## src/rtl/flappy_pkg.sv

```systemverilog
// flappy_pkg: types and constants shared by the pipe-pattern generator and
// the pipe_scroller display stage.
//   column_t       : one 8-row display column, bit 7 = top row
//   insert_state_t : scroller insert FSM states
//   SEED_COL       : column pushed first after reset; also the generator's
//                    reset value, so both sides agree on the opening pipe
package flappy_pkg;

  typedef logic [7:0] column_t;

  typedef enum logic [1:0] {
    SEED = 2'd0,
    GAP  = 2'd1,
    EMIT = 2'd2
  } insert_state_t;

  localparam column_t SEED_COL  = 8'b11111000;
  localparam column_t BLANK_COL = 8'h00;

endpackage

```

## src/rtl/pipe_scroller_scroll_tick.sv

```systemverilog
// scroll_tick: free-running period counter with a freeze input.
// Ports:
//   clock  in  : system clock, rising edge
//   reset  in  : asynchronous active-low reset
//   hold   in  : holds the counter at zero and suppresses the wrap pulse
//   wrap   out : high in the cycle the counter sits at MAX; the counter
//                returns to zero on the closing edge of that cycle
// A wrap therefore occurs every MAX+1 cycles, counted from reset release or
// from hold deassertion.
module scroll_tick #(
  parameter int           W   = 12,
  parameter logic [W-1:0] MAX = '1
) (
  input  logic clock,
  input  logic reset,
  input  logic hold,
  output logic wrap
);

  logic [W-1:0] count;

  assign wrap = (count == MAX) && !hold;

  always_ff @(posedge clock or negedge reset) begin
    if (!reset) begin
      count <= '0;
    end else if (hold || (count == MAX)) begin
      count <= '0;
    end else begin
      count <= count + 1'b1;
    end
  end

endmodule

```

## src/rtl/pipe_scroller.sv

```systemverilog
// pipe_scroller: shifts the generator's column pattern into an 8x8 display
// frame, right to left, one column per scroll tick, with GAP_COLS blank
// columns after every pipe column, and flags bird/pipe overlap.
// Ports:
//   clock      in  : system clock, rising edge
//   reset      in  : asynchronous active-low reset
//   lossDetect in  : freeze request; stops the tick counter, frame and FSM
//   pipe_col   in  : generator column, sampled only on EMIT shifts
//   bird_row   in  : one-hot bird row, bit 7 = top row
//   frame      out : display frame, bits [8i+7:8i] = column i, 7 rightmost
//   right      out : column 7, fed back to the generator
//   mid        out : column 4, fed back to the generator
//   shift_tick out : high in the cycle whose closing edge shifts the frame
//   collide    out : sticky, registered bird/pipe overlap at BIRD_COL
//   score      out : pipes passed, saturating; only with PIPE_SCROLLER_SCORE_EN
// Optional feature macro: PIPE_SCROLLER_SCORE_EN
//
// Insert FSM (advances only on shift edges):
//   state | meaning
//   SEED  | insert SEED_COL once after reset to kick the generator
//   GAP   | insert blank columns, GAP_COLS in a row
//   EMIT  | insert pipe_col as sampled on this shift
module pipe_scroller
  import flappy_pkg::*;
#(
  parameter logic [11:0] TICK_MAX = 12'd2559,
  parameter int          GAP_COLS = 2,
  parameter int          BIRD_COL = 1
) (
  input  logic        clock,
  input  logic        reset,
  input  logic        lossDetect,
  input  logic [7:0]  pipe_col,
  input  logic [7:0]  bird_row,
  output logic [63:0] frame,
  output logic [7:0]  right,
  output logic [7:0]  mid,
  output logic        shift_tick,
  output logic        collide
`ifdef PIPE_SCROLLER_SCORE_EN
  ,
  output logic [7:0]  score
`endif
);

  localparam logic [2:0] GAP_LAST = 3'(GAP_COLS - 1);

  insert_state_t state, state_next;
  logic [2:0]    gap_cnt, gap_next;
  column_t       insert_col;
  column_t       bird_column;

  scroll_tick #(
    .W   (12),
    .MAX (TICK_MAX)
  ) u_tick (
    .clock (clock),
    .reset (reset),
    .hold  (lossDetect),
    .wrap  (shift_tick)
  );

  always_ff @(posedge clock or negedge reset) begin
    if (!reset) begin
      state   <= SEED;
      gap_cnt <= '0;
    end else if (shift_tick) begin
      state   <= state_next;
      gap_cnt <= gap_next;
    end
  end

  always_comb begin
    state_next = state;
    gap_next   = gap_cnt;
    case (state)
      SEED: state_next = GAP;
      GAP: begin
        if (gap_cnt == GAP_LAST) begin
          gap_next   = '0;
          state_next = EMIT;
        end else begin
          gap_next = gap_cnt + 1'b1;
        end
      end
      EMIT:    state_next = GAP;
      default: state_next = SEED;
    endcase
  end

  always_comb begin
    insert_col = SEED_COL;
    case (state)
      SEED:    insert_col = SEED_COL;
      GAP:     insert_col = BLANK_COL;
      EMIT:    insert_col = pipe_col;
      default: insert_col = SEED_COL;
    endcase
  end

  // Column 7 is the top byte, so a right-to-left scroll is a right shift by
  // one byte with the new column entering at the top.
  always_ff @(posedge clock or negedge reset) begin
    if (!reset) begin
      frame <= '0;
    end else if (shift_tick) begin
      frame <= {insert_col, frame[63:8]};
    end
  end

  assign right       = frame[63:56];
  assign mid         = frame[39:32];
  assign bird_column = frame[8*BIRD_COL +: 8];

  // Evaluated every cycle, including while frozen, so a hit that lands on
  // the freezing shift is still reported.
  always_ff @(posedge clock or negedge reset) begin
    if (!reset) begin
      collide <= 1'b0;
    end else if (|(bird_column & bird_row)) begin
      collide <= 1'b1;
    end
  end

`ifdef PIPE_SCROLLER_SCORE_EN
  // A pipe counts as passed when it shifts out of the bird column without
  // a collision having been recorded.
  always_ff @(posedge clock or negedge reset) begin
    if (!reset) begin
      score <= '0;
    end else if (shift_tick && (bird_column != BLANK_COL) && !collide &&
                 (score != 8'hFF)) begin
      score <= score + 1'b1;
    end
  end
`endif

endmodule

```

## config.mk

```make
export PLATFORM = sky130hd
export DESIGN_NAME = pipe_scroller
export DESIGN_NICKNAME = d
export VERILOG_FILES = /design/src/rtl/flappy_pkg.sv /design/src/rtl/pipe_scroller_scroll_tick.sv /design/src/rtl/pipe_scroller.sv
export SDC_FILE = /design/constraint.sdc
export NUM_CORES = 1
export LEC_CHECK = 0
export ABC_CLOCK_PERIOD_IN_PS = 2000
export CORE_ASPECT_RATIO = 1.5
export CORE_MARGIN = 3
export CORE_UTILIZATION = 30
export DETAILED_ROUTE_END_ITERATION = 7
export PLACE_DENSITY = 0.68
export SETUP_SLACK_MARGIN = 0.05
export SLEW_MARGIN = 30
export SYNTH_ARGS = -nofsm -noshare
export SYNTH_HDL_FRONTEND = slang
export SYNTH_HIERARCHICAL = 1
export SYNTH_SLANG_ARGS = --single-unit
```

## constraint.sdc

```tcl
create_clock -name clock -period 2 [get_ports clock]
set_clock_uncertainty 0.2 [all_clocks]
set_input_delay 0.3 -clock clock [delete_from_list [all_inputs] [get_ports clock]]
set_output_delay 0.3 -clock clock [all_outputs]
set_load 0.05 [all_outputs]
```

=== Yosys cells after proc, flatten, opt, wreduce, memory -nomap -nowiden ===
Index checks and enable logic that the tools add are counted.
Widths: inputs -> output; s select.

* Register bits: 82
* Output and inout bits: 82
* Logic and storage cells: 26

* $add $sub $neg: 2
* Equal/unequal tests: 5
* Multiplexer cells: 5
* Bitwise gates (word level): 1
* Reductions and logical operators: 8

{| class="wikitable"
|+ Operators with widths
! kind !! number
|-
| $pmux 8 s2 || 1
|-
| $add 12x1->12 const B || 1
|-
| $eq 12x12->1 const B || 1
|-
| $mux 12 || 1
|-
| $and 8x8->8 || 1
|-
| $reduce_or 8->1 || 1
|-
| $pmux 2 s2 || 1
|-
| $reduce_and 2->1 || 2
|-
| $add 3x1->3 const B || 1
|-
| $eq 3x1->1 const B || 1
|-
| $mux 3 || 1
|-
| $eq 2x1->1 const B || 1
|-
| $eq 2x2->1 const B || 1
|-
| $logic_not 2->1 || 1
|-
| $mux 2 || 1
|-
| $ne 2x2->1 const B || 1
|-
| $reduce_or 2->1 || 1
|-
| $logic_and 1x1->1 || 1
|-
| $logic_not 1->1 || 1
|-
| $logic_or 1x1->1 || 1
|}

=== Logic depth before layout (Yosys ltp) ===
Gate-level depths: netlist (run 1).

* Depth after elaboration: 3
* Gate-level depth with buffers: 8

=== Cells and area by module ===
Netlist (run 1), hierarchy kept.

{| class="wikitable"
|+ Modules (own cells, without submodules)
! module !! times used !! cells each !! area an instance (sq um) !! seq. area each (sq um)
|-
| pipe_scroller || 1 || 197 || 2885.3 || 1751.7
|-
| scroll_tick || 1 || 57 || 606.8 || 300.3
|}

=== Worst setup path before layout (run 1) ===
No wires, ideal clock.

* Kind: register -> register
* From: reg u_tick.count[0]
* To: reg frame[35]
* Arrival time: 3281 ps
* Required time: 1675 ps
* Path slack: -1606 ps
* Stages on the path, launching flop included: 8
* Cells stage by stage: dfrtp_1 ha_1 nand3_2 nor4_1 buf_6 buf_6 buf_6 mux2_4

* Cells in the longest elaborated chain, start to end: 2

{| class="wikitable"
|+ Ends and longest elaborated chain
! element !! line !! text
|-
| start: declaration || pipe_scroller_scroll_tick.sv:20 || <nowiki>logic [W-1:0] count;</nowiki>
|-
| start signal: assignment || pipe_scroller_scroll_tick.sv:30 || <nowiki>count <= count + 1'b1;</nowiki>
|-
| $eq 12x12->1 || pipe_scroller_scroll_tick.sv:22 || <nowiki>assign wrap = (count == MAX) && !hold;</nowiki>
|-
| $logic_and 1x1->1 || pipe_scroller_scroll_tick.sv:22 ||
|-
| via shift_tick || pipe_scroller.sv:38 || <nowiki>output logic shift_tick,</nowiki>
|-
| end signal: assignment || pipe_scroller.sv:107 || <nowiki>frame <= {insert_col, frame[63:8]};</nowiki>
|-
| end: declaration || pipe_scroller.sv:35 || <nowiki>output logic [63:0] frame,</nowiki>
|}

The timed path passes the listed nets, and every way through them passes these cells.
A chain may end at the register's enable or synchronous reset.

=== Worst setup path after layout (run 1) ===
* From: reg u_tick.count[0]
* To: reg frame[19]

* Cells in the longest elaborated chain, start to end: 2

{| class="wikitable"
|+ Ends and longest elaborated chain
! element !! line
|-
| $eq 12x12->1 || pipe_scroller_scroll_tick.sv:22
|-
| $logic_and 1x1->1 || pipe_scroller_scroll_tick.sv:22
|}

No other way between the ends.

==> results, run 1 <==
- The layer with the highest usage is met2.
- The net count of the finished layout is 387.
- For this design the ratio of total power to cell area is 737.2 nW/um^2.
- In the routed design, unresolved DRC markers number 0.
- Each instance of the synthesized netlist takes up on average 13.75 um^2.
- Across the run, the number of max-cap violations was 0.
- The first global-routing pass estimated 11,900 um of wire.
- The worst setup path is captured at a flop.
- The worst pin sits at a relative slew slack of 0.6404.
- The via count of the first global-routing pass is 2,348.
- After layout, the design draws a total of 3.667 mW.
- The later pin in the worst-skew pair is clocked with a latency of 330 ps.
- For this run, global-route usage on met3 was measured as 0.02772.
- For this configuration, the core starts out at a cell density of 0.3109.
- The number of buffers inserted during clock tree synthesis is 9.
- The most frequently used flop master after synthesis is sky130_fd_sc_hd__dfrtp_1.
- The run finished, with violations left.
- The critical path is of the flop to flop type.
- The number of clock sinks is 82.
- For this run, the slowest stage of the critical path takes 390 ps.
- The mapped netlist covers 3492 um^2.
- Clock-pin slew was measured on the worst setup and hold paths at 60 ps.
- The maximum buffer depth of the clock tree is 2.
- The largest fanout of any net on the critical path is 23.
- The clock tree from TritonCTS is built.
- For this run, global-route usage on met2 was measured as 0.1857.
- At the worst endpoint, the arrival time is 2040 ps.
- The root buffer cell chosen for the clock tree is sky130_fd_sc_hd__clkbuf_16.
- The minimum setup slack in the final design is -27.28 ps.
- The signal on the critical path passes through ha_4 > nand3_4 > nor4_4 > buf_4 > buf_6 > buf_12 > mux2_2.
- The gate count after technology mapping is 254.
- The die is 138.1 um tall.
- Setup repair after global routing could not meet its margin everywhere.
- The core footprint is 11,230 um^2.
- STA classifies the critical path startpoint as a flop.
- After detailed routing, the average wire length per cell comes to 14.61 um.
- The synthesized netlist contains 39 unique library cells.
- The number of vias after detailed routing is 2,415.
- The number of port buffers is 100.
- The share of the yosys chip area belonging to registers is 0.5876.
- The min-delay analysis places its worst path in the category flop to flop.
- After synthesis the netlist holds a flip-flop and latch count of 82.
- The detailed-placement wirelength estimate is 5487 um.
- The residual antenna-violating net count after detailed routing is 0.
- The number of enable-type register cells in the synthesized netlist is 0.
- The total overflow left after global routing is 0.
- The number of levels the H-tree was split into is 3.
- For this run, the total global-route usage over all layers was measured as 0.1154.
- The max-slew violation count is 0.
- The die covers 13,000 um^2.
- The leakage power total is 2.470 nW.
- The repair_antennas step left the layout with diodes totalling 0.
- The checks that failed: setup timing.
- The count of pins on the block boundary is 101.
- The horizontal die dimension is 94.09 um.
- In this run, the number of DRC markers left after iteration 0 of detailed routing was 108.
- The worst voltage drop across the vdd grid is 0.4065 mV.
- For the pin with the worst max-slew slack, the measured transition is 539.5 ps.
- In the global route stage, met1 resource usage came out at 0.1468.
- Entering global routing, the biggest net connects 41 pins.
- The number of nets produced by synthesis is 274.
- The final layout contains routed wiring with a total length of 7584 um.
- The layout overhead on the synthesized area is 42.42%.
- The first-pass detailed-route iteration total is 4.
- In the synthesized netlist the async set-or-reset flop fraction comes to 1.000.
- The number of hold-slack violations in the final timing report is 0.
- The number of antenna violations at the first check in global routing is 0.
- The fraction of final layout cells sized beyond drive strength 1 is 0.4919.
- The final critical path time including I/O delays and setup is 2027 ps.
- Yosys printed 6 warnings.
- The highest achievable clock rate is 0.4933 GHz.
- Of the available clock period, the critical path in the final layout requires 1.014.
- The worst-case setup slack after placement is -240.2 ps.
- The final weighted congestion in routability-driven placement is 0.7296.
- The cell with the biggest individual delay on the critical path is sky130_fd_sc_hd__dfrtp_1.
- Setup violations remaining at the end of the flow were counted as 30.
- For this run, the number of standard cells in the final layout without fillers is 519.
- For the worst setup path, the data required time is 2010 ps.
- The hold-critical path depth is 2.
- The number of cells in the design after placement is 494.
- The row count is 47.
- The number of cells on the worst reg-to-reg path is 7.
- Dividing the detail-routed via count by the number of cells gives 4.653.
## cell families (layout without fill, tap and decap cells)
group / after synthesis / count (layout) / synth area share
multiplexers: 56 / 56 / 0.1924
AO/OA/AOI/OAI: 36 / 36 / 0.07023
flip-flops: 82 / 82 / 0.5876
buffers and inverters: 39 / 157 / 0.06987
AND/OR/NAND/NOR: 35 / 35 / 0.06378
adder cells (fa/ha/maj): 1 / 1 / 0.003582
XOR/XNOR: 5 / 5 / 0.01254
## what timing repair did
item / CTS / global route
hold endpoints to repair: 36 / 0
resized for setup: 17 / 6
setup buffers: 5 / 3
cloned: 0 / 0
hold buffers: 1 / 0
pin swaps: 2 / 1
setup endpoints to repair: 72 / 64
## metal layers
layer | vias up | part of all wire
li1 | 1118 | -
met1 | 1192 | 0.42
met2 | 90 | 0.49
met3 | 15 | 0.063
met4 | 0 | 0.023
met5 | - | 0
## Yosys cell counts, types with 2 or more instances
cell type                  count  area (um^2)
sky130_fd_sc_hd__xor2_1        2        17.52
sky130_fd_sc_hd__buf_4        16        120.1
sky130_fd_sc_hd__nand3_1       4        20.02
sky130_fd_sc_hd__a21oi_1       7        35.03
sky130_fd_sc_hd__or3_1         2        12.51
sky130_fd_sc_hd__or3_2         2        15.01
sky130_fd_sc_hd__mux2_4       11        165.2
sky130_fd_sc_hd__inv_1        13        48.80
sky130_fd_sc_hd__nand2b_1      2        12.51
sky130_fd_sc_hd__o31ai_1       3        22.52
sky130_fd_sc_hd__mux2_2       45        506.7
sky130_fd_sc_hd__buf_6         4        45.04
sky130_fd_sc_hd__nor2_1        5        18.77
sky130_fd_sc_hd__o211ai_1      6        45.04
sky130_fd_sc_hd__dfrtp_1      82         2052
sky130_fd_sc_hd__xnor2_1       3        26.28
sky130_fd_sc_hd__buf_2         6        30.03
sky130_fd_sc_hd__o22ai_1       3        18.77
sky130_fd_sc_hd__nand2_1       8        30.03
sky130_fd_sc_hd__o21ai_0      10        50.05
sky130_fd_sc_hd__or4_1         2        15.01
## cell type report
class / instances / area (um^2)
clock buffers: 12 / 246.5
clock inverters: 4 / 75.07
fillers: 980 / 6259
inverters: 13 / 48.80
multi-input cells: 133 / 1285
flip-flops and latches: 82 / 2052
well taps: 147 / 183.9
repair buffers: 128 / 1082
## metrics by stage
step                      area, um^2    util  TNS, ps  hold slack, ps
after floorplan                 3541       -   -31240          -195.6
after global placement          4522  0.4026    -9245           109.7
after detailed placement        4522  0.4026   -11060           115.4
after CTS                       4923  0.4383   -30.95           296.4
after global routing            4974  0.4428    -4201           304.4
final                           4974  0.4428   -698.2           287.4
## cell usage in the layout (no fill, tap or decap), drive strengths merged, types with 2 or more instances in the layout
cell type        n
o211ai           6
nand4            2
bufinv           2
o22ai            3
a21oi            8
clkbuf          12
dlygate4sd2      8
or4              3
o21ai           10
or3              4
nand2b           2
clkinvlp         2
nor2             5
nand2            8
inv             13
o31ai            4
mux2            56
buf            102
dfrtp           82
xnor2            3
xor2             2
clkdlybuf4s50   17
nand3            5
## state kept, by name, indices dropped and copies added (netlist names)
signal        cells
u_tick/count     12
state             2
gap_cnt           3
collide           1
frame            64
## power breakdown
part	total [mW]	internal, mW	switching, mW
clock network	1.74	1.13	0.617
logic	0.226	0.0885	0.138
registers	1.70	1.68	0.0205
## critical path: cells and delay by family (launching register included)
kind,cells,cell delay (ps)
adder cells (fa/ha/maj),1,170
buffers and inverters,3,480
flip-flops,1,390
multiplexers,1,340
AND/OR/NAND/NOR,2,320
## final timing paths
path                                           start               endpoint  slack (ps)
min in group asynchronous                      reset  frame[20]$_DFFE_PN0P_         320
min                              collide$_DFFE_PN0P_    collide$_DFFE_PN0P_         290
min reg2reg                      collide$_DFFE_PN0P_    collide$_DFFE_PN0P_         290
max in group asynchronous                      reset  frame[50]$_DFFE_PN0P_         740
max reg2reg                u_tick/count[0]$_DFF_PN0_  frame[19]$_DFFE_PN0P_         -30
max                        u_tick/count[0]$_DFF_PN0_  frame[19]$_DFFE_PN0P_         -30
(Power assumes the default switching activity.)
==> run 2: changes to the inputs <==
--- a/config.mk
+++ b/config.mk
@@ -5,7 +5,6 @@
 export SDC_FILE = /design/constraint.sdc
 export NUM_CORES = 1
 export LEC_CHECK = 0
-export ABC_CLOCK_PERIOD_IN_PS = 2000
 export CORE_ASPECT_RATIO = 1.5
 export CORE_MARGIN = 3
 export CORE_UTILIZATION = 30
==> results of run 2 <==
The final DEF is identical to that of run 1; final timing and power are the same.
==> run 3: changes to the inputs <==
--- a/config.mk
+++ b/config.mk
@@ -11,7 +11,7 @@
 export DETAILED_ROUTE_END_ITERATION = 7
 export PLACE_DENSITY = 0.68
 export SETUP_SLACK_MARGIN = 0.05
-export SLEW_MARGIN = 30
+export SLEW_MARGIN = 10
 export SYNTH_ARGS = -nofsm -noshare
 export SYNTH_HDL_FRONTEND = slang
 export SYNTH_HIERARCHICAL = 1
==> results of run 3 <==
The final DEF is identical to that of run 1; final timing and power are the same.
